`config.mk`:
```
export PLATFORM = sky130hd
export DESIGN_NAME = line_read_arbiter
export DESIGN_NICKNAME = d
export VERILOG_FILES = /design/src/rtl/line_read_arbiter.sv
export SDC_FILE = /design/constraint.sdc
export NUM_CORES = 1
export LEC_CHECK = 0
export CORE_AREA = 2 2 146 148
export CTS_BUF_LIST = sky130_fd_sc_hd__clkbuf_16
export DETAILED_ROUTE_END_ITERATION = 12
export DIE_AREA = 0 0 148 150
export PLACE_DENSITY = 0.7
export SKIP_CTS_REPAIR_TIMING = 1
export SLEW_MARGIN = 20
export SYNTH_ARGS = -nofsm -noshare
export SYNTH_HDL_FRONTEND = slang
export SYNTH_SLANG_ARGS = --single-unit
```
`constraint.sdc`:
```
create_clock -name clk -period 5.05 [get_ports clk]
set_clock_uncertainty 0.15 [all_clocks]
set_input_delay 0.7575 -clock clk [delete_from_list [all_inputs] [get_ports clk]]
set_output_delay 0.7575 -clock clk [all_outputs]
set_load 0.02 [all_outputs]
```
`src/rtl/line_read_arbiter.sv`:
```
// line_read_arbiter
//
// Read-path controller for a single cached 128-bit line. Arbitrates between
// the instruction-fetch port (i_*) and the data read port (d_*), checks the
// granted address against the cached tag, fills the line from physical memory
// on a miss, and produces the byte-select mask that steers the external
// line-to-16-bit extract unit. The extract result (ext_data) is returned on
// the granted port in the response cycle.
//
// Ports
//   clk, reset_n        clock; synchronous active-low reset
//   i_read/i_addr       fetch request (word access, addr bit 0 ignored)
//   i_resp/i_rdata      one-cycle fetch response, data 0 when not responding
//   d_read/d_addr       data request
//   d_byte              1 = byte access (zero-extended by extract unit)
//   d_resp/d_rdata      one-cycle data response, data 0 when not responding
//   inv                 one-cycle pulse, invalidates the cached line
//   pmem_read           line fill request, held until pmem_resp
//   pmem_address        line-aligned fill address
//   pmem_rdata          fill line, sampled with pmem_resp
//   pmem_resp           fill complete
//   ext_line            cached line, to extract unit
//   ext_mask            byte-select mask, to extract unit (non-zero only in CHECK)
//   ext_data            extract unit result (combinational from ext_line/ext_mask)

module line_read_arbiter #(
    parameter int unsigned TAG_W = 12
) (
    input  logic         clk,
    input  logic         reset_n,
    input  logic         i_read,
    input  logic [15:0]  i_addr,
    output logic         i_resp,
    output logic [15:0]  i_rdata,
    input  logic         d_read,
    input  logic [15:0]  d_addr,
    input  logic         d_byte,
    output logic         d_resp,
    output logic [15:0]  d_rdata,
    input  logic         inv,
    output logic         pmem_read,
    output logic [15:0]  pmem_address,
    input  logic [127:0] pmem_rdata,
    input  logic         pmem_resp,
    output logic [127:0] ext_line,
    output logic [15:0]  ext_mask,
    input  logic [15:0]  ext_data
);

    // Byte offset within the 16-byte line occupies the address bits below the tag.
    localparam int unsigned OFF_W = 16 - TAG_W;

    typedef enum logic [1:0] {
        IDLE  = 2'd0,
        CHECK = 2'd1,
        FILL  = 2'd2
    } state_t;

    typedef enum logic {
        PORT_I = 1'b0,
        PORT_D = 1'b1
    } port_t;

    state_t             state;
    state_t             state_next;
    port_t              grant;
    port_t              last_grant;
    port_t              arb_grant;
    logic               valid;
    logic [TAG_W-1:0]   tag;
    logic [127:0]       line;

    logic               req_any;
    logic [15:0]        granted_addr;
    logic               granted_byte;
    logic               hit;
    logic [15:0]        word_mask;
    logic [15:0]        byte_mask;

    assign ext_line = line;

    // ------------------------------------------------------------------
    // Request decode and arbitration
    // ------------------------------------------------------------------
    // Requesters hold address and d_byte stable until their response, so
    // the granted address is taken straight from the port rather than
    // being captured in a register.
    always_comb begin
        req_any      = i_read | d_read;
        granted_addr = (grant == PORT_I) ? i_addr : d_addr;
        granted_byte = (grant == PORT_D) && d_byte;
        hit          = valid && (tag == granted_addr[15:OFF_W]);
        word_mask    = 16'h0003 << {granted_addr[3:1], 1'b0};
        byte_mask    = 16'h0001 << granted_addr[3:0];
    end

    // On a tie the port that was not served last wins.
    always_comb begin
        if (i_read && d_read) begin
            arb_grant = (last_grant == PORT_D) ? PORT_I : PORT_D;
        end else if (i_read) begin
            arb_grant = PORT_I;
        end else begin
            arb_grant = PORT_D;
        end
    end

    // ------------------------------------------------------------------
    // FSM: state register
    // ------------------------------------------------------------------
    always_ff @(posedge clk) begin
        if (!reset_n) begin
            state <= IDLE;
        end else begin
            state <= state_next;
        end
    end

    // ------------------------------------------------------------------
    // FSM: next-state logic
    // ------------------------------------------------------------------
    always_comb begin
        state_next = state;
        case (state)
            IDLE: begin
                if (req_any) begin
                    state_next = CHECK;
                end
            end
            CHECK: begin
                state_next = hit ? IDLE : FILL;
            end
            FILL: begin
                // A fill always returns to CHECK; it hits there unless an
                // invalidate landed on the same edge as the fill.
                if (pmem_resp) begin
                    state_next = CHECK;
                end
            end
            default: begin
                state_next = IDLE;
            end
        endcase
    end

    // ------------------------------------------------------------------
    // FSM: outputs
    // ------------------------------------------------------------------
    always_comb begin
        i_resp       = 1'b0;
        i_rdata      = '0;
        d_resp       = 1'b0;
        d_rdata      = '0;
        pmem_read    = 1'b0;
        pmem_address = '0;
        ext_mask     = '0;
        case (state)
            CHECK: begin
                ext_mask = granted_byte ? byte_mask : word_mask;
                if (hit) begin
                    if (grant == PORT_I) begin
                        i_resp  = 1'b1;
                        i_rdata = ext_data;
                    end else begin
                        d_resp  = 1'b1;
                        d_rdata = ext_data;
                    end
                end
            end
            FILL: begin
                pmem_read    = 1'b1;
                pmem_address = {granted_addr[15:OFF_W], {OFF_W{1'b0}}};
            end
            default: begin
            end
        endcase
    end

    // ------------------------------------------------------------------
    // Line buffer, tag, valid and grant bookkeeping
    // ------------------------------------------------------------------
    always_ff @(posedge clk) begin
        if (!reset_n) begin
            valid      <= 1'b0;
            tag        <= '0;
            line       <= '0;
            grant      <= PORT_I;
            last_grant <= PORT_D;
        end else begin
            if (state == IDLE && req_any) begin
                grant <= arb_grant;
            end
            if (state == CHECK && hit) begin
                last_grant <= grant;
            end
            if (state == FILL && pmem_resp) begin
                line  <= pmem_rdata;
                tag   <= granted_addr[15:OFF_W];
                valid <= 1'b1;
            end
            // Invalidate is last so it wins over a fill completing on the
            // same edge: the line is written but left invalid and refetched.
            if (inv) begin
                valid <= 1'b0;
            end
        end
    end

    // Only one port can be granted, so the two responses are exclusive.
    assert property (@(posedge clk) disable iff (!reset_n) !(i_resp && d_resp));

endmodule

```
Word-level counts from Yosys, hierarchy flattened
Index checks and enable logic that the tools add are counted.

Bits in registers: 145. Input bits: 183. Output and inout port bits: 195. Word-level logic and storage cells: 48.

Equality and inequality tests: 5. Shift-type cells: 2. Mux-type cells: 24. Bitwise operators: 2. Reductions and logical operators: 9.

Operators by type and width (count): 2-to-1 mux 16 bit (10); left shift 1 x 4 -> 16 bit (first input constant) (1); left shift 2 x 4 -> 16 bit (first input constant) (1); equality test 12 bit (1); 2-to-1 mux 1 bit (10); logical AND 1 bit (6); 2-to-1 mux 2 bit (3); one-hot mux 2 bit (3 select lines) (1); != test 2 bit (second input constant) (2); equality test 2 x 1 -> 1 bit (second input constant) (1); equality test 2 bit (second input constant) (1); logical NOT 2 bit (1); AND reduction 2 bit (1); OR reduction 2 bit (1); NOT 1 bit (1); OR 1 bit (1).

Longest topological paths before layout
Word-level depth: 5. Depth in mapped cells: 8.

Least setup slack after synthesis
OpenSTA, ideal clock, no wires.

Kind: input-to-output. Start: in d_addr[5]. End: out d_rdata[15]. Arrival time: 2.179 ns. Data required time: 4.143 ns. Path slack: 1.963 ns. Stages: 5. Buffers on the path: 0. Cells stage by stage: mux2i_1 > xnor2_1 > nor4_2 > nand4_4 > nor3_1.

Longest elaborated chain between the ends: 5.

RTL lines: from (decl) (line 36) `input logic [15:0] d_addr,`; 2-to-1 mux 16 bit (line 90) `granted_addr = (grant == PORT_I) ? i_addr : d_addr;`; equality test 12 bit (line 92) `hit = valid && (tag == granted_addr[15:OFF_W]);`; logical AND 1 bit (line 92); 2-to-1 mux 16 bit (line 160) `if (hit) begin`; 2-to-1 mux 16 bit (line 157) `case (state)`; to (decl) (line 39) `output logic [15:0] d_rdata,`.

No other way between the ends.

Worst setup path in the final report
Start: reg grant. End: out d_rdata[15].

Longest elaborated chain between the ends: 5. Elaborated cells on any way between the ends: 6. Classes of those cells: eq/ne: 1; mux: 4; reduce/logical: 1.

RTL lines: from (decl) (line 66) `port_t grant;`; from (signal assigned) (line 191) `grant <= arb_grant;`; 2-to-1 mux 16 bit (line 90); equality test 12 bit (line 92); logical AND 1 bit (line 92); 2-to-1 mux 16 bit * (line 160); 2-to-1 mux 16 bit * (line 157).

Mark *: on every way between the ends. The rest lies on a longest branch, timed or not.

==> summary.md <==
| Metric | Value |
|---|---|
| Post-layout minimum cycle time | 4.32 ns |
| First-pass GRT wire length | 30,100 um |
| Ant diodes | 0 |
| Via count | 6,226 |
| H-Tree Depth | 4 |
| Worst Tran Pin Value | 0.908 ns |
| Rows | 53 |
| CTS max path bufs | 2 |
| Flop-to-flop setup slack | 2.41 ns |
| Clock sink total | 145 |
| Syn avg cell area | 7.73 um2 |
| WHS Path Cells | 2 |
| Multi-input gate area | 0.00271 mm2 |
| DR pass1 iterations | 4 |
| Commonest non-fill, non-tap cells in the layout | 372 x clkdlybuf4s50_1, 262 x nand2_1, 144 x dfxtp_1, 131 x a21oi_1, 53 x nor2_1 |
| Final net count | 1,293 |
| Cts bufs inserted | 17 |
| Post-DR vias/cell | 4.46 |
| Area growth from synthesis to layout | 74.2% |
| Core ar. | 0.0207 mm2 |
| Pin count of the biggest net entering global routing | 82 |
| Crit path cell chain | buf_4 -> mux2i_1 -> xnor2_1 -> nor3_2 -> nand4_4 -> buf_4 -> nor3_1 -> clkdlybuf4s50_1 |
| Fin crit share | 0.856 |
| CP peak stage delay | 0.64 ns |
| Crit path required time | 4.14 ns |
| Highest Signal Layer | met4 |
| Drt wl/cell | 14.2 um |
| CP Class | flip-flop to output pin |
| Mapped cell area | 0.00596 mm2 |
| Total Power | 2850 uW |
| Remaining DRCs | 0 |
| # setup viols final | 0 |
| Met2 Routed Length | 9590 um |
| I/O Buffers | 372 |
| Grt ovf | 0 |
| GRT Total Usage | 0.170 |
| GP Congestion | 0.756 |
| Hold Path Class | flip-flop to flip-flop |
| DIE HEIGHT | 150 um |
| Met3 wire len | 1820 um |
| Top Ports | 378 |
| Root Driver | clkbuf_16 |
| CP startpoint kind | flip-flop |
| Clk Latency, worst-skew pair | 0.41 ns |
| Metal-1 WL | 8010 um |
| Max-cap violations | 0 |
| Clk slew on worst S/H paths | 0.06 ns |
| Post-route ant nets | 0 |
| TNS Setup | 0 ns |
| Commonest non-fill, non-tap cell in the layout | clkdlybuf4s50_1 |
| Die Wd | 148 um |
| Hold Fails Final Rpt | 0 |
| Setup crit end kind | output pin |
| Synth unique cells | 32 |
| Initial DRC Count | 243 |
| Fmax | 231 MHz |
| Crit path arrival time | 3.42 ns |
| Dpl hpwl | 14,300 um |
| Final number of max-transition violations | 0 |
| Layout fillers | 2,007 |
| Initial antenna violation count | 0 |
| Most used cell, CP | buf_4 |
| CTS tree | yes |
| Vias in the first global route | 5,740 |
| Starting Density | 0.288 |
| Mapped Cells | 771 |
| Outcome | finished clean |
| Leak | 0.00356 uW |
| Die ar. | 0.0222 mm2 |
| R2r worst-path depth | 7 |
| Worst VDD drop | 0.000204 V |
| Yosys warns | 0 |
| Slew margin rel. | 0.394 |
| FF+latch area | 0.00290 mm2 |
| Layout cell share with drive strength beyond 1 | 0.0668 |
| Slowest CP cell | clkdlybuf4s50_1 |
| Sequential share of the synthesized area | 0.487 |
| Crit path max fanout | 35 |
| Synthesized flop and latch total | 145 |
| Power per Cell Area | 274 mW/mm2 |
| Routed wire length | 19,800 um |
| RSZ-0062 raised after global routing | false |
## stage by stage
stage / cells / hold WS (ns) / setup slack, ns / area (um2) / util
final: 1397 / 0.301 / 0.726 / 10400 / 0.502
after global routing: 1397 / 0.317 / 0.455 / 10400 / 0.502
after CTS: 1397 / 0.304 / 0.660 / 10400 / 0.502
after detailed placement: 1366 / 0.296 / 0.762 / 9830 / 0.475
after global placement: 1366 / 0.291 / 0.798 / 9830 / 0.475
after floorplan: 774 / 0.279 / 1.96 / 5970 / -
## state kept, by name, summed over array words and instances (netlist names)
register    count
ext_line      128
grant           1
last_grant      1
tag            12
valid           1
state           2
## layer usage
metal / vias up / track usage
met5: - / 0
li1: 3164 / -
met2: 248 / 0.281
met1: 2785 / 0.199
met4: 0 / 0.0600
met3: 29 / 0.0671
## worst max-delay path: cells and delay by family (launching register included)
family,cells,cell delay [ns]
buf+inv,3,1.40
simple gates,3,0.58
flops,1,0.51
mux,1,0.39
xor+xnor,1,0.12
## where the power goes
part | switching (uW) | internal (uW) | leakage (uW) | total, uW
registers | 21.1 | 1180 | 0.00117 | 1200
logic | 210 | 234 | 0.00212 | 444
clock network | 522 | 683 | 0.000266 | 1210
## layout make-up
class,instances,area share
clock buffer,17,0.0410
tap,275,0.0331
timing repair buffer,379,0.365
inverter,21,0.00783
clock inverter,14,0.0128
sequential,145,0.280
multi-input combinational,546,0.261
## cell families (layout without fill, tap and decap cells)
logic type / after synthesis / after routing / share of synthesized area
AO/OA/AOI/OAI: 153 / 153 / 0.137
XOR/XNOR: 12 / 12 / 0.0176
buffers and inverters: 83 / 431 / 0.0627
flip-flops: 145 / 145 / 0.487
multiplexers: 13 / 13 / 0.0231
other: 1 / 4 / 0.000629
AND/OR/NAND/NOR: 364 / 364 / 0.272
## synth_stat cells, drive strengths merged
| cell | n | share of area |
|---|---|---|
| a211oi | 12 | 0.015 |
| mux2i | 13 | 0.023 |
| dfxtp | 145 | 0.49 |
| nand2b | 1 | 0.0010 |
| and4 | 1 | 0.0015 |
| nand4 | 1 | 0.0036 |
| nand2 | 263 | 0.17 |
| buf | 11 | 0.017 |
| a21oi | 131 | 0.11 |
| or2b | 1 | 0.0013 |
| o32a | 1 | 0.0017 |
| and3 | 1 | 0.0010 |
| xnor2 | 12 | 0.018 |
| nor3 | 36 | 0.056 |
| conb | 1 | 0.00063 |
| inv | 21 | 0.013 |
| a31oi | 1 | 0.0010 |
| a2111oi | 1 | 0.0015 |
| nor4 | 2 | 0.0042 |
| nor2 | 54 | 0.034 |
| o21ai | 4 | 0.0034 |
| o32ai | 1 | 0.0015 |
| nor2b | 4 | 0.0042 |
| a32oi | 2 | 0.0029 |
| clkbuf | 51 | 0.032 |
## worst paths after layout
| path | start | endpoint |
|---|---|---|
| setup reg to reg | grant | last_grant |
| setup / recovery | grant | d_rdata[15] |
| hold reg to reg | ext_line[2] | ext_line[2] |
| hold / removal | ext_line[2] | ext_line[2] |
(Power assumes the default switching activity.)
